File: config.mk
export PLATFORM = sky130hd
export DESIGN_NAME = axi_lite_slave_regs
export DESIGN_NICKNAME = d
export VERILOG_FILES = /design/src/rtl/axil_pkg.sv /design/src/rtl/axil_reg_bank.sv /design/src/rtl/axi_lite_slave_regs.sv
export SDC_FILE = /design/constraint.sdc
export NUM_CORES = 1
export LEC_CHECK = 0
export ABC_AREA = 0
export BUFFER_PORTS_ARGS = -buffer_cell sky130_fd_sc_hd__buf_4
export CAP_MARGIN = 15
export CELL_PAD_IN_SITES_DETAIL_PLACEMENT = 1
export CELL_PAD_IN_SITES_GLOBAL_PLACEMENT = 2
export CORE_ASPECT_RATIO = 1.75
export CORE_UTILIZATION = 35
export DETAILED_ROUTE_END_ITERATION = 16
export PLACE_DENSITY_LB_ADDON = 0.1
export SYNTH_ARGS = -nofsm -noshare
export SYNTH_HDL_FRONTEND = slang
export SYNTH_SLANG_ARGS = --single-unit
File: constraint.sdc
create_clock -name ACLK -period 2.4 [get_ports ACLK]
set_input_delay 0.24 -clock ACLK [delete_from_list [all_inputs] [get_ports ACLK]]
set_output_delay 0.24 -clock ACLK [all_outputs]
set_load 0.05 [all_outputs]
File: src/rtl/axil_pkg.sv
// rtl/axil_pkg.sv - shared AXI-Lite response codes, data width, FSM state enums and strobe merge helper
package axil_pkg;

  localparam int AXIL_DATA_WIDTH = 32;
  localparam int AXIL_STRB_WIDTH = AXIL_DATA_WIDTH / 8;

  localparam logic [1:0] RESP_OKAY   = 2'b00;
  localparam logic [1:0] RESP_SLVERR = 2'b10;

  typedef enum logic [1:0] {
    W_IDLE    = 2'd0,
    W_HAVE_AW = 2'd1,
    W_HAVE_W  = 2'd2,
    W_RESP    = 2'd3
  } wr_state_e;

  typedef enum logic {
    R_IDLE = 1'b0,
    R_DATA = 1'b1
  } rd_state_e;

  // Replace only the byte lanes whose strobe bit is set
  function automatic logic [AXIL_DATA_WIDTH-1:0] apply_wstrb(
    input logic [AXIL_DATA_WIDTH-1:0] old_val,
    input logic [AXIL_DATA_WIDTH-1:0] new_val,
    input logic [AXIL_STRB_WIDTH-1:0] strb
  );
    logic [AXIL_DATA_WIDTH-1:0] merged;
    merged = old_val;
    for (int b = 0; b < AXIL_STRB_WIDTH; b++) begin
      if (strb[b]) begin
        merged[8*b +: 8] = new_val[8*b +: 8];
      end
    end
    return merged;
  endfunction

endpackage

File: src/rtl/axil_reg_bank.sv
// rtl/axil_reg_bank.sv - 32-bit register array with byte-enable write port and combinational read port
module axil_reg_bank
  import axil_pkg::*;
#(
  parameter int NUM_REGS = 4,
  parameter int IDX_W    = 6
) (
  input  logic                       clk,
  input  logic                       rst,
  input  logic                       wr_en,
  input  logic [IDX_W-1:0]           wr_idx,
  input  logic [AXIL_DATA_WIDTH-1:0] wr_data,
  input  logic [AXIL_STRB_WIDTH-1:0] wr_strb,
  input  logic [IDX_W-1:0]           rd_idx,
  output logic [AXIL_DATA_WIDTH-1:0] rd_data
);

  logic [AXIL_DATA_WIDTH-1:0] regs [NUM_REGS];

  // Byte-enabled update of the addressed register; an index past NUM_REGS matches no entry
  always_ff @(posedge clk) begin
    for (int i = 0; i < NUM_REGS; i++) begin
      if (rst) begin
        regs[i] <= '0;
      end else if (wr_en && (wr_idx == IDX_W'(i))) begin
        regs[i] <= apply_wstrb(regs[i], wr_data, wr_strb);
      end
    end
  end

  // Read mux: unmatched (out-of-range) index yields zero
  always_comb begin
    rd_data = '0;
    for (int i = 0; i < NUM_REGS; i++) begin
      if (rd_idx == IDX_W'(i)) begin
        rd_data = regs[i];
      end
    end
  end

endmodule

File: src/rtl/axi_lite_slave_regs.sv
// rtl/axi_lite_slave_regs.sv - AXI4-Lite register slave; define AXIL_SLV_ERR_RESP_EN for SLVERR on out-of-range accesses
module axi_lite_slave_regs
  import axil_pkg::*;
#(
  parameter int ADDR_WIDTH = 8,
  parameter int NUM_REGS   = 4
) (
  input  logic                       ACLK,
  input  logic                       ARESET,
  input  logic [ADDR_WIDTH-1:0]      S_AXI_AWADDR,
  input  logic                       S_AXI_AWVALID,
  output logic                       S_AXI_AWREADY,
  input  logic [AXIL_DATA_WIDTH-1:0] S_AXI_WDATA,
  input  logic [AXIL_STRB_WIDTH-1:0] S_AXI_WSTRB,
  input  logic                       S_AXI_WVALID,
  output logic                       S_AXI_WREADY,
  output logic [1:0]                 S_AXI_BRESP,
  output logic                       S_AXI_BVALID,
  input  logic                       S_AXI_BREADY,
  input  logic [ADDR_WIDTH-1:0]      S_AXI_ARADDR,
  input  logic                       S_AXI_ARVALID,
  output logic                       S_AXI_ARREADY,
  output logic [AXIL_DATA_WIDTH-1:0] S_AXI_RDATA,
  output logic [1:0]                 S_AXI_RRESP,
  output logic                       S_AXI_RVALID,
  input  logic                       S_AXI_RREADY
);

  localparam int IDX_W = ADDR_WIDTH - 2;
  // One extra bit so NUM_REGS == 2**IDX_W is representable
  localparam logic [IDX_W:0] NUM_REGS_L = (IDX_W + 1)'(NUM_REGS);

`ifdef AXIL_SLV_ERR_RESP_EN
  localparam logic [1:0] OOR_RESP = RESP_SLVERR;
`else
  localparam logic [1:0] OOR_RESP = RESP_OKAY;
`endif

  function automatic logic [1:0] resp_for(input logic [IDX_W-1:0] idx);
    return ({1'b0, idx} < NUM_REGS_L) ? RESP_OKAY : OOR_RESP;
  endfunction

  // Write channel state
  wr_state_e                  wr_state;
  logic                       awready_q;
  logic                       wready_q;
  logic                       bvalid_q;
  logic [1:0]                 bresp_q;
  logic [IDX_W-1:0]           aw_idx_q;
  logic [AXIL_DATA_WIDTH-1:0] wdata_q;
  logic [AXIL_STRB_WIDTH-1:0] wstrb_q;

  logic                       aw_hs;
  logic                       w_hs;
  logic                       commit;
  logic [IDX_W-1:0]           commit_idx;
  logic [AXIL_DATA_WIDTH-1:0] commit_data;
  logic [AXIL_STRB_WIDTH-1:0] commit_strb;

  // Read channel state
  rd_state_e                  rd_state;
  logic                       arready_q;
  logic                       rvalid_q;
  logic [1:0]                 rresp_q;
  logic [AXIL_DATA_WIDTH-1:0] rdata_q;
  logic [IDX_W-1:0]           ar_idx;
  logic                       ar_hs;
  logic [AXIL_DATA_WIDTH-1:0] bank_rdata;

  // Byte offset within a register is not part of the decode
  logic unused_addr_lsbs;
  assign unused_addr_lsbs = ^{S_AXI_AWADDR[1:0], S_AXI_ARADDR[1:0]};

  assign aw_hs  = S_AXI_AWVALID && awready_q;
  assign w_hs   = S_AXI_WVALID  && wready_q;
  assign ar_hs  = S_AXI_ARVALID && arready_q;
  assign ar_idx = S_AXI_ARADDR[ADDR_WIDTH-1:2];

  // The commit happens on the edge that completes the second of AW/W, taking
  // whichever half arrives this cycle live and the other half from its latch
  always_comb begin
    commit      = 1'b0;
    commit_idx  = aw_idx_q;
    commit_data = wdata_q;
    commit_strb = wstrb_q;
    case (wr_state)
      W_IDLE: begin
        if (aw_hs && w_hs) begin
          commit      = 1'b1;
          commit_idx  = S_AXI_AWADDR[ADDR_WIDTH-1:2];
          commit_data = S_AXI_WDATA;
          commit_strb = S_AXI_WSTRB;
        end
      end
      W_HAVE_AW: begin
        if (w_hs) begin
          commit      = 1'b1;
          commit_data = S_AXI_WDATA;
          commit_strb = S_AXI_WSTRB;
        end
      end
      W_HAVE_W: begin
        if (aw_hs) begin
          commit     = 1'b1;
          commit_idx = S_AXI_AWADDR[ADDR_WIDTH-1:2];
        end
      end
      default: begin
      end
    endcase
  end

  // Write FSM: gather AW and W in any order, raise BVALID after commit, hold until BREADY
  always_ff @(posedge ACLK) begin
    if (ARESET) begin
      wr_state  <= W_IDLE;
      awready_q <= 1'b0;
      wready_q  <= 1'b0;
      bvalid_q  <= 1'b0;
      bresp_q   <= RESP_OKAY;
      aw_idx_q  <= '0;
      wdata_q   <= '0;
      wstrb_q   <= '0;
    end else if (commit) begin
      wr_state  <= W_RESP;
      awready_q <= 1'b0;
      wready_q  <= 1'b0;
      bvalid_q  <= 1'b1;
      bresp_q   <= resp_for(commit_idx);
    end else begin
      case (wr_state)
        W_IDLE: begin
          if (aw_hs) begin
            wr_state  <= W_HAVE_AW;
            aw_idx_q  <= S_AXI_AWADDR[ADDR_WIDTH-1:2];
            awready_q <= 1'b0;
            wready_q  <= 1'b1;
          end else if (w_hs) begin
            wr_state  <= W_HAVE_W;
            wdata_q   <= S_AXI_WDATA;
            wstrb_q   <= S_AXI_WSTRB;
            awready_q <= 1'b1;
            wready_q  <= 1'b0;
          end else begin
            awready_q <= 1'b1;
            wready_q  <= 1'b1;
          end
        end
        W_RESP: begin
          if (S_AXI_BREADY) begin
            wr_state  <= W_IDLE;
            bvalid_q  <= 1'b0;
            awready_q <= 1'b1;
            wready_q  <= 1'b1;
          end
        end
        default: begin
        end
      endcase
    end
  end

  // Read FSM: capture register value on AR handshake, hold R until RREADY
  always_ff @(posedge ACLK) begin
    if (ARESET) begin
      rd_state  <= R_IDLE;
      arready_q <= 1'b0;
      rvalid_q  <= 1'b0;
      rresp_q   <= RESP_OKAY;
      rdata_q   <= '0;
    end else begin
      case (rd_state)
        R_IDLE: begin
          if (ar_hs) begin
            rd_state  <= R_DATA;
            arready_q <= 1'b0;
            rvalid_q  <= 1'b1;
            rdata_q   <= bank_rdata;
            rresp_q   <= resp_for(ar_idx);
          end else begin
            arready_q <= 1'b1;
          end
        end
        R_DATA: begin
          if (S_AXI_RREADY) begin
            rd_state  <= R_IDLE;
            rvalid_q  <= 1'b0;
            arready_q <= 1'b1;
          end
        end
        default: begin
          rd_state <= R_IDLE;
        end
      endcase
    end
  end

  axil_reg_bank #(
    .NUM_REGS (NUM_REGS),
    .IDX_W    (IDX_W)
  ) u_reg_bank (
    .clk     (ACLK),
    .rst     (ARESET),
    .wr_en   (commit),
    .wr_idx  (commit_idx),
    .wr_data (commit_data),
    .wr_strb (commit_strb),
    .rd_idx  (ar_idx),
    .rd_data (bank_rdata)
  );

  assign S_AXI_AWREADY = awready_q;
  assign S_AXI_WREADY  = wready_q;
  assign S_AXI_BVALID  = bvalid_q;
  assign S_AXI_BRESP   = bresp_q;
  assign S_AXI_ARREADY = arready_q;
  assign S_AXI_RVALID  = rvalid_q;
  assign S_AXI_RRESP   = rresp_q;
  assign S_AXI_RDATA   = rdata_q;

endmodule

# ---- Yosys cells after proc, flatten, opt, wreduce, memory -nomap -nowiden
# Memories as Yosys holds them, arrays and structs flattened.
# Index checks and enable logic that the tools add are counted.
dict set report op_classes {
  bitwise 7
  n_mux 106
  n_eq_ne 14
  reduce_logical 23
}
# op n
set ops {}
lappend ops {{8-bit 2-to-1 mux} 48}
lappend ops {{32-bit 2-to-1 mux} 10}
lappend ops {{32-bit case mux with 2 select lines} 1}
lappend ops {{1-bit 2-to-1 mux} 30}
lappend ops {{6-bit by 2-bit equality test with 1-bit output (second input constant)} 4}
lappend ops {{6-bit by 1-bit equality test with 1-bit output (second input constant)} 2}
lappend ops {{6-bit logical NOT} 2}
lappend ops {{6-bit 2-to-1 mux} 2}
lappend ops {{6-bit case mux with 2 select lines} 1}
lappend ops {{1-bit case mux with 2 select lines} 5}
lappend ops {{2-bit AND reduction} 5}
lappend ops {{1-bit logical AND} 8}
lappend ops {{2-bit 2-to-1 mux} 4}
lappend ops {{4-bit 2-to-1 mux} 2}
lappend ops {{4-bit case mux with 2 select lines} 1}
lappend ops {{2-bit inequality test (second input constant)} 3}
lappend ops {{3-bit AND reduction} 2}
lappend ops {{2-bit nonzero test} 3}
lappend ops {{2-bit equality test (second input constant)} 2}
lappend ops {{4-bit by 3-bit inequality test with 1-bit output (second input constant)} 1}
lappend ops {{1-bit OR} 4}
lappend ops {{2-bit case mux with 2 select lines} 1}
lappend ops {{3-bit by 2-bit inequality test with 1-bit output (second input constant)} 1}
lappend ops {{1-bit inverter} 3}
lappend ops {{5 further kinds} 5}
dict set report totals {
  input_bits 59
  reg_bits 82
  out_inout_bits 41
  n_memories 1
  ram_bits 128
}
# memory words word_bits read_ports rd_ports_with_merged_regs wr line_no
set mem_list {}
lappend mem_list {u_reg_bank.regs 4 32 4 0 4 axil_reg_bank.sv:18} ;# logic [AXIL_DATA_WIDTH-1:0] regs [NUM_REGS];

# ---- Longest topological paths before layout
# Gate-level depths: netlist of run 1.
dict set report depth {
  ltp_word 10
  ltp_mapped 8
}

# ---- By module
# From an unflattened synthesis of run 1, not the netlist that was laid out.
dict set report unflattened {
  cells_unflattened 829
  area_unflattened_um2 10063.4
}
# module area_each_um2 seq_area_each_um2 instances cells_per_inst
set by_module_without_submodules {}
lappend by_module_without_submodules {axil_reg_bank 6247.2 3843.7 1 422}
lappend by_module_without_submodules {axi_lite_slave_regs 3816.2 1641.6 1 407}

# ---- Worst setup path after synthesis of run 1
# No wires, ideal clock.
dict set report synth_path {
  path_kind {flip-flop to flip-flop}
  from {register awready_q, in the netlist S_AXI_AWREADY}
  to {memory u_reg_bank.regs[1][0], enable pin}
  period_less_slack_ns 2.826
  setup_slack_ns -0.426
  required_ns 2.016
  path_stages_with_launch 7
  path_buffers 1
  t_arrival_ns 2.442
  path_cell_list {dfxtp_1 clkbuf_2 and3b_1 nand3_1 a221oi_1 nand3_4 o21ai_0}
}
# element line_no
set synth_lines {}
lappend synth_lines {{start: declaration} axi_lite_slave_regs.sv:45} ;# logic awready_q;
lappend synth_lines {{start signal: assignment} axi_lite_slave_regs.sv:117} ;# awready_q <= 1'b0;
lappend synth_lines {{start signal: assignment} axi_lite_slave_regs.sv:126} ;# awready_q <= 1'b0;
lappend synth_lines {{start signal: assignment} axi_lite_slave_regs.sv:136} ;# awready_q <= 1'b0;
lappend synth_lines {{end: declaration} axil_reg_bank.sv:18}

==> out/metrics.cfg, run 1 <==
[clock_tree]
clockBufferDepth = 3
clock-root-buffer = clkbuf_16
cts_buffers = 21
clkSlewWorstSetupHoldPaths_ps = 60
clock_sink_count = 210
cts_tree = yes
clock_latency_ps = 500
htree_levels = 1

[min_path]
holdPathEnd = wdata_q[26]
holdCritStartpoint = S_AXI_WDATA[26]
min_path_type = in2reg
whs_path_depth = 3

[power]
clkPwrFrac_pct = 37.9
p_sw_mw = 2.075
vdd_ir_drop_max_mv = 0.3766
p_leak_nw = 4.111
p_per_area_mw_per_mm2 = 709.1
combPwrFrac_pct = 12.8
seqPwrFrac_pct = 49.2
power.share.switching_pct = 25.17
p_int_mw = 6.168
total_power_mw = 8.243

[sta]
slew_violations = 0
fin_crit_ps = 2349
finalCritPeriodShare_pct = 97.88
tns_ps = 0
finalSetupViolations = 0
whs_ps = 18.28
hold_viol = 0
worstMarginPinSlew_ps = 653.2
fin_worst_skew_ps = 9.096
max_freq_mhz = 425.7
slew_headroom_pct = 56.40

[synth]
ys.warnings.count = 0
netlist.area_leader.share_pct = 42.98
synth_edf_count = 128
synth_cell_types = 45
synth_top_area_cell = edfxtp_1
synth.yosys.seq_area_share_pct = 61.34
synth_area_per_cell_um2 = 11.41
synthFlopType = edfxtp_1
netlist_top_cells_area = edfxtp_1 43%, dfxtp_1 18%, mux2i_1 4.7%
ys_ff_latch = 210
synthCells = 784
async_flop_share_pct = 0
syn-cell-area_mm2 = 0.008942

[layout]
area_growth_pct = 30.00
n_antenna_cell = 0
instances_no_fill = 1282
nFillCells = 2675
layout-drive-gt1-share_pct = 28.78
layout.nets = 1011
fin_area_mm2 = 0.01162

[floorplan]
die_h_um = 213.5
floorplan.initialDensity_pct = 35.56
die_area_mm2 = 0.02622
core_mm2 = 0.02515
io_pins = 100
rows = 77
die_x_um = 122.8

[setup_path]
r2r_slack_ps = 70
cp_max_fo = 8
timing.rr.start = aw_idx_q[5]
reg2reg_to = u_reg_bank.regs[2][26]
startpoint_type = input port
path_class = in2reg
critical_path_arrival_ps = 2560
reg2reg_depth = 6
required_ps = 2610
crit_path_end_kind = flip-flop

[place]
hpwl_mm = 17.05
numPortBuffers = 91
dp.cells = 1199
gp_congestion = 0.7939
placed_area_mm2 = 0.01050

[grt]
track_usage_pct = 19.08
grt_pass1_vias = 7154
grt_max_degree = 49
grt_pass1_wl_mm = 38.19
overflow = 0
grt_antenna_before_repair = 0

[route]
ant_nets = 0
drcViolationCount = 0
first_iter_violations = 370
routed_wl_mm = 24.33
dr.pass1.iters = 6
wl_per_cell_um = 18.98
vias_per_cell = 5.225
vias = 6699

[flow_run]
drv_cap = 0

[outcome]
status = complete, no violations

[through the flow]
stage | setup slack [ps] | utilization, %
global placement | 70.72 | 41.74
finish | 50.77 | 46.23
CTS | 23.00 | 45.65
detailed placement | 15.29 | 41.74
floorplan | 76.61 | -
global route | -23.27 | 46.23
[cell usage after synthesis (4+ instances only)]
library cell / instances
edfxtp_1: 128
nor2_1: 112
dfxtp_1: 82
nand2_1: 77
a21oi_1: 74
o21ai_0: 45
mux2i_1: 42
clkbuf_1: 38
a222oi_1: 32
a22o_1: 32
nor3_2: 30
buf_2: 17
buf_6: 9
o31ai_1: 6
nor3_1: 5
and3b_1: 4
buf_4: 4
[critical path, cell delays in order]
cell and delay, ps:
dlygate4sd3_1 540, buf_4 150, or4_1 480, mux2_4 320
nand2_4 110, nand3_4 200, o31ai_4 360, buf_12 160
[area by class of cell]
type	instances	area, µm²	area share [%]
clock buffers	29	575.6	4.951
clock inverters	8	67.56	0.5812
inverters	3	11.26	0.09687
multi-input cells	503	3249	27.95
flip-flops and latches	210	5488	47.21
well taps	316	395.4	3.401
repair buffers	213	1838	15.81
[routing by layer]
layer  track usage, %  wire length (µm)  vias up
met1            21.30              9482     3310
met3            2.074               895       27
li1                 -                 -     3226
met4            5.467               475        0
met2            37.14             13470      136
met5                0                 0        -
[sequential cells by signal, indices dropped and copies added (netlist names)]
name	flops
S_AXI_BVALID	1
wstrb_q	4
S_AXI_AWREADY	1
S_AXI_RVALID	1
S_AXI_WREADY	1
S_AXI_ARREADY	1
aw_idx_q	6
S_AXI_RDATA	32
wdata_q	32
rd_state	1
wr_state	2
u_reg_bank.regs	128
[timing repair]
item,4_1_cts,5_1_grt
resized for setup,0,12
endpoints found under the hold margin,34,0
setup buffers,0,12
endpoints found under the setup margin,0,104
hold buffers,34,0
[power by group through the flow]
stage	clock network (mW)	registers [mW]	logic (mW)
2_1_floorplan	0	4.26	0.436
3_3_place_gp	0	4.12	0.974
3_5_place_dp	0	4.14	0.999
4_1_cts	3.23	4.06	1.05
5_1_grt	3.36	4.08	1.14
6_report	3.13	4.06	1.06
[layout by cell type (no fill, tap or decap), types with 3 or more instances in the layout]
cell           count
buf_4            166
edfxtp_1         128
nor2_1           112
dfxtp_1           80
nand2_1           76
a21oi_1           71
mux2i_1           37
dlygate4sd3_1     34
o21ai_0           33
a22o_1            32
a222oi_1          32
nor3_2            31
clkbuf_16         21
buf_12            12
o21ai_2            8
clkbuf_1           6
mux2i_2            5
o21ai_1            4
o31ai_4            4
nor3_1             4
conb_1             4
clkinv_2           4
inv_1              3
a21oi_2            3
and3b_1            3
nand3_1            3
and3_1             3
nand4_1            3
nand2b_1           3
[cell families (layout without fill, tap and decap cells)]
family	Yosys count	in the layout	share of synthesized area [%]
muxes	43	43	4.827
DFF	210	210	61.34
other	1	4	0.04194
buffers and inverters	74	253	4.282
AOI/OAI and AO/OA	200	200	14.99
and+or+nand+nor	256	256	14.52
[how the worst max path moves through the flow]
stage / from / end / slack, ps / cells past startpoint
final: S_AXI_AWADDR[4] / u_reg_bank.regs[2][26] / 50 / 8
after global routing: S_AXI_AWREADY / u_reg_bank.regs[0][15] / -20 / 6
after CTS: S_AXI_AWREADY / u_reg_bank.regs[2][27] / 20 / 6
after detailed placement: S_AXI_AWADDR[6] / u_reg_bank.regs[1][19] / 20 / 7
after global placement: S_AXI_AWADDR[6] / u_reg_bank.regs[3][19] / 70 / 8
after floorplan: S_AXI_AWREADY / u_reg_bank.regs[3][0] / 80 / 7
(Power assumes the default switching activity.)
==> run 2: changes to the inputs <==
--- a/config.mk
+++ b/config.mk
@@ -11,7 +11,8 @@
 export CELL_PAD_IN_SITES_DETAIL_PLACEMENT = 1
 export CELL_PAD_IN_SITES_GLOBAL_PLACEMENT = 2
 export CORE_ASPECT_RATIO = 1.75
-export CORE_UTILIZATION = 35
+export CORE_UTILIZATION = 36
+export CTS_BUF_LIST = sky130_fd_sc_hd__clkbuf_8
 export DETAILED_ROUTE_END_ITERATION = 16
 export PLACE_DENSITY_LB_ADDON = 0.1
 export SYNTH_ARGS = -nofsm -noshare
==> out/metrics.cfg, run 2 (synthesis results as in run 1) <==
[place]
gp_congestion = 0.7852  ; was 0.7939
hpwl_mm = 16.95  ; was 17.05 mm
numPortBuffers = 91  ; unchanged
pre_cts_ws_ps = -3.023  ; was 15.29 ps
placed_area_mm2 = 0.01038  ; was 0.01050 mm²

[floorplan]
die_area_mm2 = 0.02550  ; was 0.02622 mm²
core_mm2 = 0.02453  ; was 0.02515 mm²
die_x_um = 121.1  ; was 122.8 µm
die_h_um = 210.5  ; was 213.5 µm
rows = 76  ; was 77
io_pins = 100  ; unchanged
floorplan.initialDensity_pct = 36.45  ; was 35.56%

[setup_path]
critical_path_arrival_ps = 2570  ; was 2560 ps
required_ps = 2630  ; was 2610 ps
cp_max_fo = 8  ; unchanged
crit_path_cell_trace = dlygate4sd3_1, buf_4, or4_1, mux2_4, nand2_4, nand3_4, o31ai_4, buf_12  ; unchanged
crit_buf_inv = 3  ; unchanged
crit_slowest_cell = dlygate4sd3_1  ; unchanged
path_delay_family = buffers and inverters  ; unchanged
crit_path_end_kind = flip-flop  ; unchanged
path_class = in2reg  ; unchanged
crit_path_max_incr_delay_ps = 550  ; was 540 ps
startpoint_type = input port  ; unchanged

[power]
total_power_mw = 8.301  ; was 8.243 mW
vdd_ir_drop_max_mv = 0.4172  ; was 0.3766 mV
p_per_area_mw_per_mm2 = 715.9  ; was 709.1 mW/mm²
p_leak_nw = 4.121  ; was 4.111 nW

[clock_tree]
clock_sink_count = 210  ; unchanged
clock-root-buffer = clkbuf_8  ; was clkbuf_16
cts_tree = yes  ; unchanged
clock_latency_ps = 540  ; was 500 ps
htree_levels = 2  ; was 1
cts_setup_buffers = 0  ; unchanged
clockBufferDepth = 3  ; unchanged
cts_buffers = 34  ; was 21
clkSlewWorstSetupHoldPaths_ps = 70  ; was 60 ps

[flow_run]
drv_cap = 0  ; unchanged

[min_path]
min_path_type = in2reg  ; unchanged

[sta]
setup_slack_ps = 65.74  ; was 50.77 ps
whs_ps = 61.42  ; was 18.28 ps
fin_worst_skew_ps = 29.93  ; was 9.096 ps
max_freq_mhz = 428.4  ; was 425.7 MHz
worstMarginPinSlew_ps = 892.0  ; was 653.2 ps
finalCritPeriodShare_pct = 97.26  ; was 97.88%
hold_viol = 0  ; unchanged
finalSetupViolations = 0  ; unchanged
fin_crit_ps = 2334  ; was 2349 ps
slew_violations = 0  ; unchanged
slew_headroom_pct = 40.47  ; was 56.40%

[route]
vias = 6714  ; was 6,699
met1_length_mm = 9.554  ; was 9.482 mm
vias_per_cell = 5.233  ; was 5.225
routed-wl-met3_mm = 1.075  ; was 895 µm
routed_wl_mm = 24.66  ; was 24.33 mm
highest_layer = met4  ; unchanged
wl_met2_mm = 13.51  ; was 13.47 mm
ant_nets = 0  ; unchanged
drcViolationCount = 0  ; unchanged
first_iter_violations = 315  ; was 370
wl_per_cell_um = 19.22  ; was 18.98 µm
dr.pass1.iters = 6  ; unchanged

[layout]
fin_area_mm2 = 0.01159  ; was 0.01162 mm²
layout-drive-gt1-share_pct = 27.29  ; was 28.78%
final_cell_mix = 134 x buf_4, 128 x edfxtp_1, 112 x nor2_1  ; was 166 x buf_4, 128 x edfxtp_1, 112 x nor2_1
final_core_util_pct = 47.26  ; was 46.23%
nFillCells = 2614  ; was 2,675
final_common_cell = buf_4  ; unchanged
n_antenna_cell = 0  ; unchanged
area_growth_pct = 29.66  ; was 30.00%
largest_reg_flops = 128  ; unchanged
regMostFlops = u_reg_bank.regs  ; unchanged
layout.nets = 1004  ; was 1,011

[grt]
grt_antenna_before_repair = 0  ; unchanged
track_usage_pct = 19.92  ; was 19.08%
grt_pass1_wl_mm = 38.96  ; was 38.19 mm
grt_pass1_vias = 7361  ; was 7,154
overflow = 0  ; unchanged
grt_max_degree = 40  ; was 49

[outcome]
status = complete, no violations  ; unchanged

## run 2: worst paths after layout
check,from,to,slack (ps),cells past startpoint
worst min-delay path,S_AXI_WVALID,wr_state[1],60,3
worst max-delay path,S_AXI_AWADDR[5],u_reg_bank.regs[2][9],70,8
worst max register to register,wr_state[0],u_reg_bank.regs[1][22],70,6
worst min register to register,wdata_q[14],wdata_q[14],460,2
## run 2: what timing repair did
action / CTS / global route
endpoints found under the setup margin: 43 / 156
hold buffers: 44 / 0
gates resized for setup: 1 / 13
pin swaps: 1 / 5
endpoints found under the hold margin: 44 / 0
## run 2: per-layer routing
metal,track usage [%],vias to the layer above
li1,-,3226
met1,21.83,3307
met2,37.89,148
met3,3.409,33
met4,6.641,0
met5,0,-
## run 2: where the power goes
group / total (mW) / internal [mW] / switching, mW / leakage, nW
registers: 4.06 / 3.98 / 0.0832 / 1.99
clock network: 3.20 / 1.77 / 1.43 / 0.406
logic: 1.04 / 0.387 / 0.650 / 1.72
## run 2: worst register-to-register path, stage by stage (launching register included)
cell and delay, ps:
dfxtp_1 380, and3b_1 330, nand3_1 190, a221oi_1 470, nand3_4 270, o21ai_2 260
buf_12 150
## run 2: cell type report
class,instances,area (µm²),area share [%]
clock buffer,41,564.3,4.867
inverter,3,11.26,0.09712
tap,312,390.4,3.367
multi-input combinational,503,3262,28.13
sequential,210,5489,47.34
timing repair buffer,193,1738,14.99
clock inverter,21,140.1,1.209
## run 2: per-stage QoR
stage          cells  setup TNS (ps)
3_3_place_gp    1177               0
2_1_floorplan    787               0
5_1_grt         1283          -127.0
3_5_place_dp    1177          -23.24
4_1_cts         1283               0
6_report        1283               0
==> run 3: changes to the inputs <==
--- a/config.mk
+++ b/config.mk
@@ -5,16 +5,17 @@
 export SDC_FILE = /design/constraint.sdc
 export NUM_CORES = 1
 export LEC_CHECK = 0
-export ABC_AREA = 0
+export ABC_AREA = 1
 export BUFFER_PORTS_ARGS = -buffer_cell sky130_fd_sc_hd__buf_4
 export CAP_MARGIN = 15
 export CELL_PAD_IN_SITES_DETAIL_PLACEMENT = 1
 export CELL_PAD_IN_SITES_GLOBAL_PLACEMENT = 2
-export CORE_ASPECT_RATIO = 1.75
-export CORE_UTILIZATION = 36
+export CORE_ASPECT_RATIO = 1.4
+export CORE_UTILIZATION = 34
 export CTS_BUF_LIST = sky130_fd_sc_hd__clkbuf_8
 export DETAILED_ROUTE_END_ITERATION = 16
 export PLACE_DENSITY_LB_ADDON = 0.1
 export SYNTH_ARGS = -nofsm -noshare
 export SYNTH_HDL_FRONTEND = slang
+export SYNTH_HIERARCHICAL = 1
 export SYNTH_SLANG_ARGS = --single-unit
==> out/metrics.cfg, run 3 <==
[min_path]
min_path_type = in2reg  ; unchanged

[grt]
grt_antenna_before_repair = 0  ; unchanged
track_usage_pct = 20.34  ; was 19.92%
overflow = 0  ; unchanged
grt_pass1_vias = 9199  ; was 7,361
grt_pass1_wl_mm = 49.27  ; was 38.96 mm
grt_max_degree = 97  ; was 40

[place]
dp.cells = 1687  ; was 1,177
hpwl_mm = 20.85  ; was 16.95 mm
pre_cts_ws_ps = -77.88  ; was -3.023 ps
numPortBuffers = 91  ; unchanged
gp_congestion = 0.7695  ; was 0.7852
placed_area_mm2 = 0.01196  ; was 0.01038 mm²

[sta]
fin_crit_ps = 2268  ; was 2334 ps
whs_ps = 96.06  ; was 61.42 ps
slew_violations = 0  ; unchanged
worstMarginPinSlew_ps = 695.5  ; was 892.0 ps
setup_slack_ps = 132.0  ; was 65.74 ps
fin_worst_skew_ps = 22.25  ; was 29.93 ps
hold_viol = 0  ; unchanged
slew_headroom_pct = 53.63  ; was 40.47%
max_freq_mhz = 440.9  ; was 428.4 MHz
tns_ps = 0  ; unchanged
grt_setup_unrepaired = no
finalCritPeriodShare_pct = 94.50  ; was 97.26%
finalSetupViolations = 0  ; unchanged

[layout]
final_core_util_pct = 42.45  ; was 47.26%
instances_no_fill = 1759  ; was 1,283
layout.nets = 1408  ; was 1,004
layout-drive-gt1-share_pct = 20.45  ; was 27.29%
largest_reg_flops = 128  ; unchanged
n_antenna_cell = 0  ; unchanged
final_common_cell = nor2_1  ; was buf_4
fin_area_mm2 = 0.01275  ; was 0.01159 mm²
nFillCells = 3542  ; was 2,614
regMostFlops = u_reg_bank/regs  ; was u_reg_bank.regs
area_growth_pct = 22.88  ; was 29.66%
final_cell_mix = 207 x nor2_1, 199 x nand2_1, 164 x buf_4  ; was 134 x buf_4, 128 x edfxtp_1, 112 x nor2_1

[setup_path]
crit_path_cell_trace = nand2_2, nor2_4, nand2_1, buf_4, o211ai_1, buf_4, nand3_4, o21ai_4  ; was dlygate4sd3_1, buf_4, or4_1, mux2_4, nand2_4, nand3_4, o31ai_4, buf_12
crit_buf_inv = 2  ; was 3
cp_max_fo = 9  ; was 8
r2r_slack_ps = 130  ; was 70 ps
path_delay_family = simple AND/OR/NAND/NOR gates  ; was buffers and inverters
path_class = reg2reg  ; was in2reg
reg2reg_depth = 8  ; was 6
crit_path_end_kind = flip-flop  ; unchanged
setup.worst_path.start = S_AXI_WREADY  ; was S_AXI_AWADDR[5]
crit_end = u_reg_bank/regs[2][30]  ; was u_reg_bank.regs[2][9]
cp.depth = 8  ; unchanged
path_common_cell = buf_4
required_ps = 2610  ; was 2630 ps
crit_slowest_cell = o21ai_4  ; was dlygate4sd3_1
startpoint_type = flip-flop  ; was input port
crit_path_max_incr_delay_ps = 360  ; was 550 ps
timing.rr.start = S_AXI_WREADY  ; was wr_state[0]
critical_path_arrival_ps = 2470  ; was 2570 ps
reg2reg_to = u_reg_bank/regs[2][30]  ; was u_reg_bank.regs[1][22]

[clock_tree]
clock-root-buffer = clkbuf_8  ; unchanged
clock_sink_count = 210  ; unchanged
clkSlewWorstSetupHoldPaths_ps = 60  ; was 70 ps
clock_latency_ps = 540  ; about the same
htree_levels = 2  ; unchanged
cts_buffers = 38  ; was 34
clockBufferDepth = 3  ; unchanged
cts_tree = yes  ; unchanged

[floorplan]
core_mm2 = 0.03003  ; was 0.02453 mm²
die_x_um = 149.6  ; was 121.1 µm
die_area_mm2 = 0.03122  ; was 0.02550 mm²
die_h_um = 208.7  ; was 210.5 µm
rows = 75  ; was 76
floorplan.initialDensity_pct = 34.55  ; was 36.45%
io_pins = 100  ; unchanged

[route]
first_iter_violations = 305  ; was 315
vias = 9005  ; was 6,714
ant_nets = 0  ; unchanged
routed_wl_mm = 31.18  ; was 24.66 mm
dr.pass1.iters = 4  ; was 6
vias_per_cell = 5.119  ; was 5.233
wl_per_cell_um = 17.72  ; was 19.22 µm
drcViolationCount = 0  ; unchanged

[synth]
ys_ff_latch = 210  ; unchanged
yosys-mux-area-fraction_pct = 0  ; was 4.827%
synthFlopType = edfxtp_1  ; unchanged
synth_area_per_cell_um2 = 8.517  ; was 11.41 µm²
netlist.area_leader.share_pct = 37.05  ; was 42.98%
synth_cell_types = 31  ; was 45
synthSimpleGateAreaFrac_pct = 27.23  ; was 14.52%
synth_compound_area_share_pct = 10.48  ; was 14.99%
yosysMostFrequentCell = nor2_1  ; was edfxtp_1
synth_edf_count = 128  ; unchanged
ys.warnings.count = 6  ; was 0
async_flop_share_pct = 0  ; unchanged
synth_common_cells = 209 x nor2_1, 200 x nand2_1, 130 x nand4_1  ; was 128 x edfxtp_1, 112 x nor2_1, 82 x dfxtp_1
syn-cell-area_mm2 = 0.01037  ; was 0.008942 mm²
synthCells = 1218  ; was 784
synthAdderAreaFrac_pct = 0  ; unchanged
synth.yosys.seq_area_share_pct = 52.88  ; was 61.34%
netlist_top_cells_area = edfxtp_1 37%, dfxtp_1 16%, nand4_1 7.8%  ; was edfxtp_1 43%, dfxtp_1 18%, mux2i_1 4.7%
synth_xor_xnor_area_share_pct = 0  ; unchanged
synth_top_area_cell = edfxtp_1  ; unchanged
synth_top_family_by_area = simple AND/OR/NAND/NOR gates  ; was compound AO/OA/AOI/OAI gates

[power]
total_power_mw = 11.41  ; was 8.301 mW
p_per_area_mw_per_mm2 = 895.1  ; was 715.9 mW/mm²
vdd_ir_drop_max_mv = 0.6530  ; was 0.4172 mV
p_leak_nw = 4.850  ; was 4.121 nW

[flow_run]
drv_cap = 0  ; unchanged

[outcome]
status = complete, no violations  ; unchanged

==> run 3: how the worst min path moves through the flow <==
stage                             from             to  slack (ps)  cells past startpoint
after CTS                 S_AXI_BREADY  S_AXI_AWREADY          40                      3
after detailed placement  S_AXI_RREADY   S_AXI_RVALID         440                      2
after global placement    S_AXI_RREADY   S_AXI_RVALID         440                      2
after floorplan           S_AXI_RREADY   S_AXI_RVALID         340                      1
after global routing      S_AXI_BREADY  S_AXI_AWREADY          90                      3
final                     S_AXI_BREADY  S_AXI_AWREADY         100                      3
==> run 3: per-layer routing <==
layer  GRT usage (%)  wire length, µm  part of all wire, %
met2           36.40            15810                   51
met1           24.94            13700                   44
met3           2.948             1130                  3.6
met5               0                0                    0
met4           5.806              539                  1.7
==> run 3: worst min-delay path: cells and delay by family <==
kind                   cells  cell delay [ps]
and+or+nand+nor            1              140
buffers and inverters      1              110
AOI/OAI and AO/OA          1              100
==> run 3: what timing repair did <==
item / CTS / global route
pin swaps: 0 / 5
buffers inserted: 0 / 6
resized for setup: 1 / 10
hold buffers: 1 / 0
endpoints found under the hold margin: 3 / 0
endpoints found under the setup margin: 40 / 128
==> run 3: final cells by class <==
type,count,area [µm²],share of cell area (%)
Clock buffer,39,536.8,4.211
Clock inverter,26,106.4,0.8343
Timing Repair Buffer,186,1662,13.03
Inverter,102,387.9,3.043
Multi-Input combinational cell,811,4080,32.01
Tap cell,385,481.7,3.779
Sequential cell,210,5493,43.09
==> run 3: power by group <==
group	leakage, nW	switching, mW	internal (mW)
logic	2.47	2.70	1.38
clock network	0.384	1.46	1.50
registers	1.99	0.191	4.18
total	4.85	4.36	7.05
==> run 3: logic make-up (layout without fill, tap and decap cells) <==
kind of cell | Yosys count | count (layout)
AND/OR/NAND/NOR | 611 | 611
other | 1 | 4
flip-flops | 210 | 210
buffers and inverters | 200 | 353
AO/OA/AOI/OAI | 196 | 196
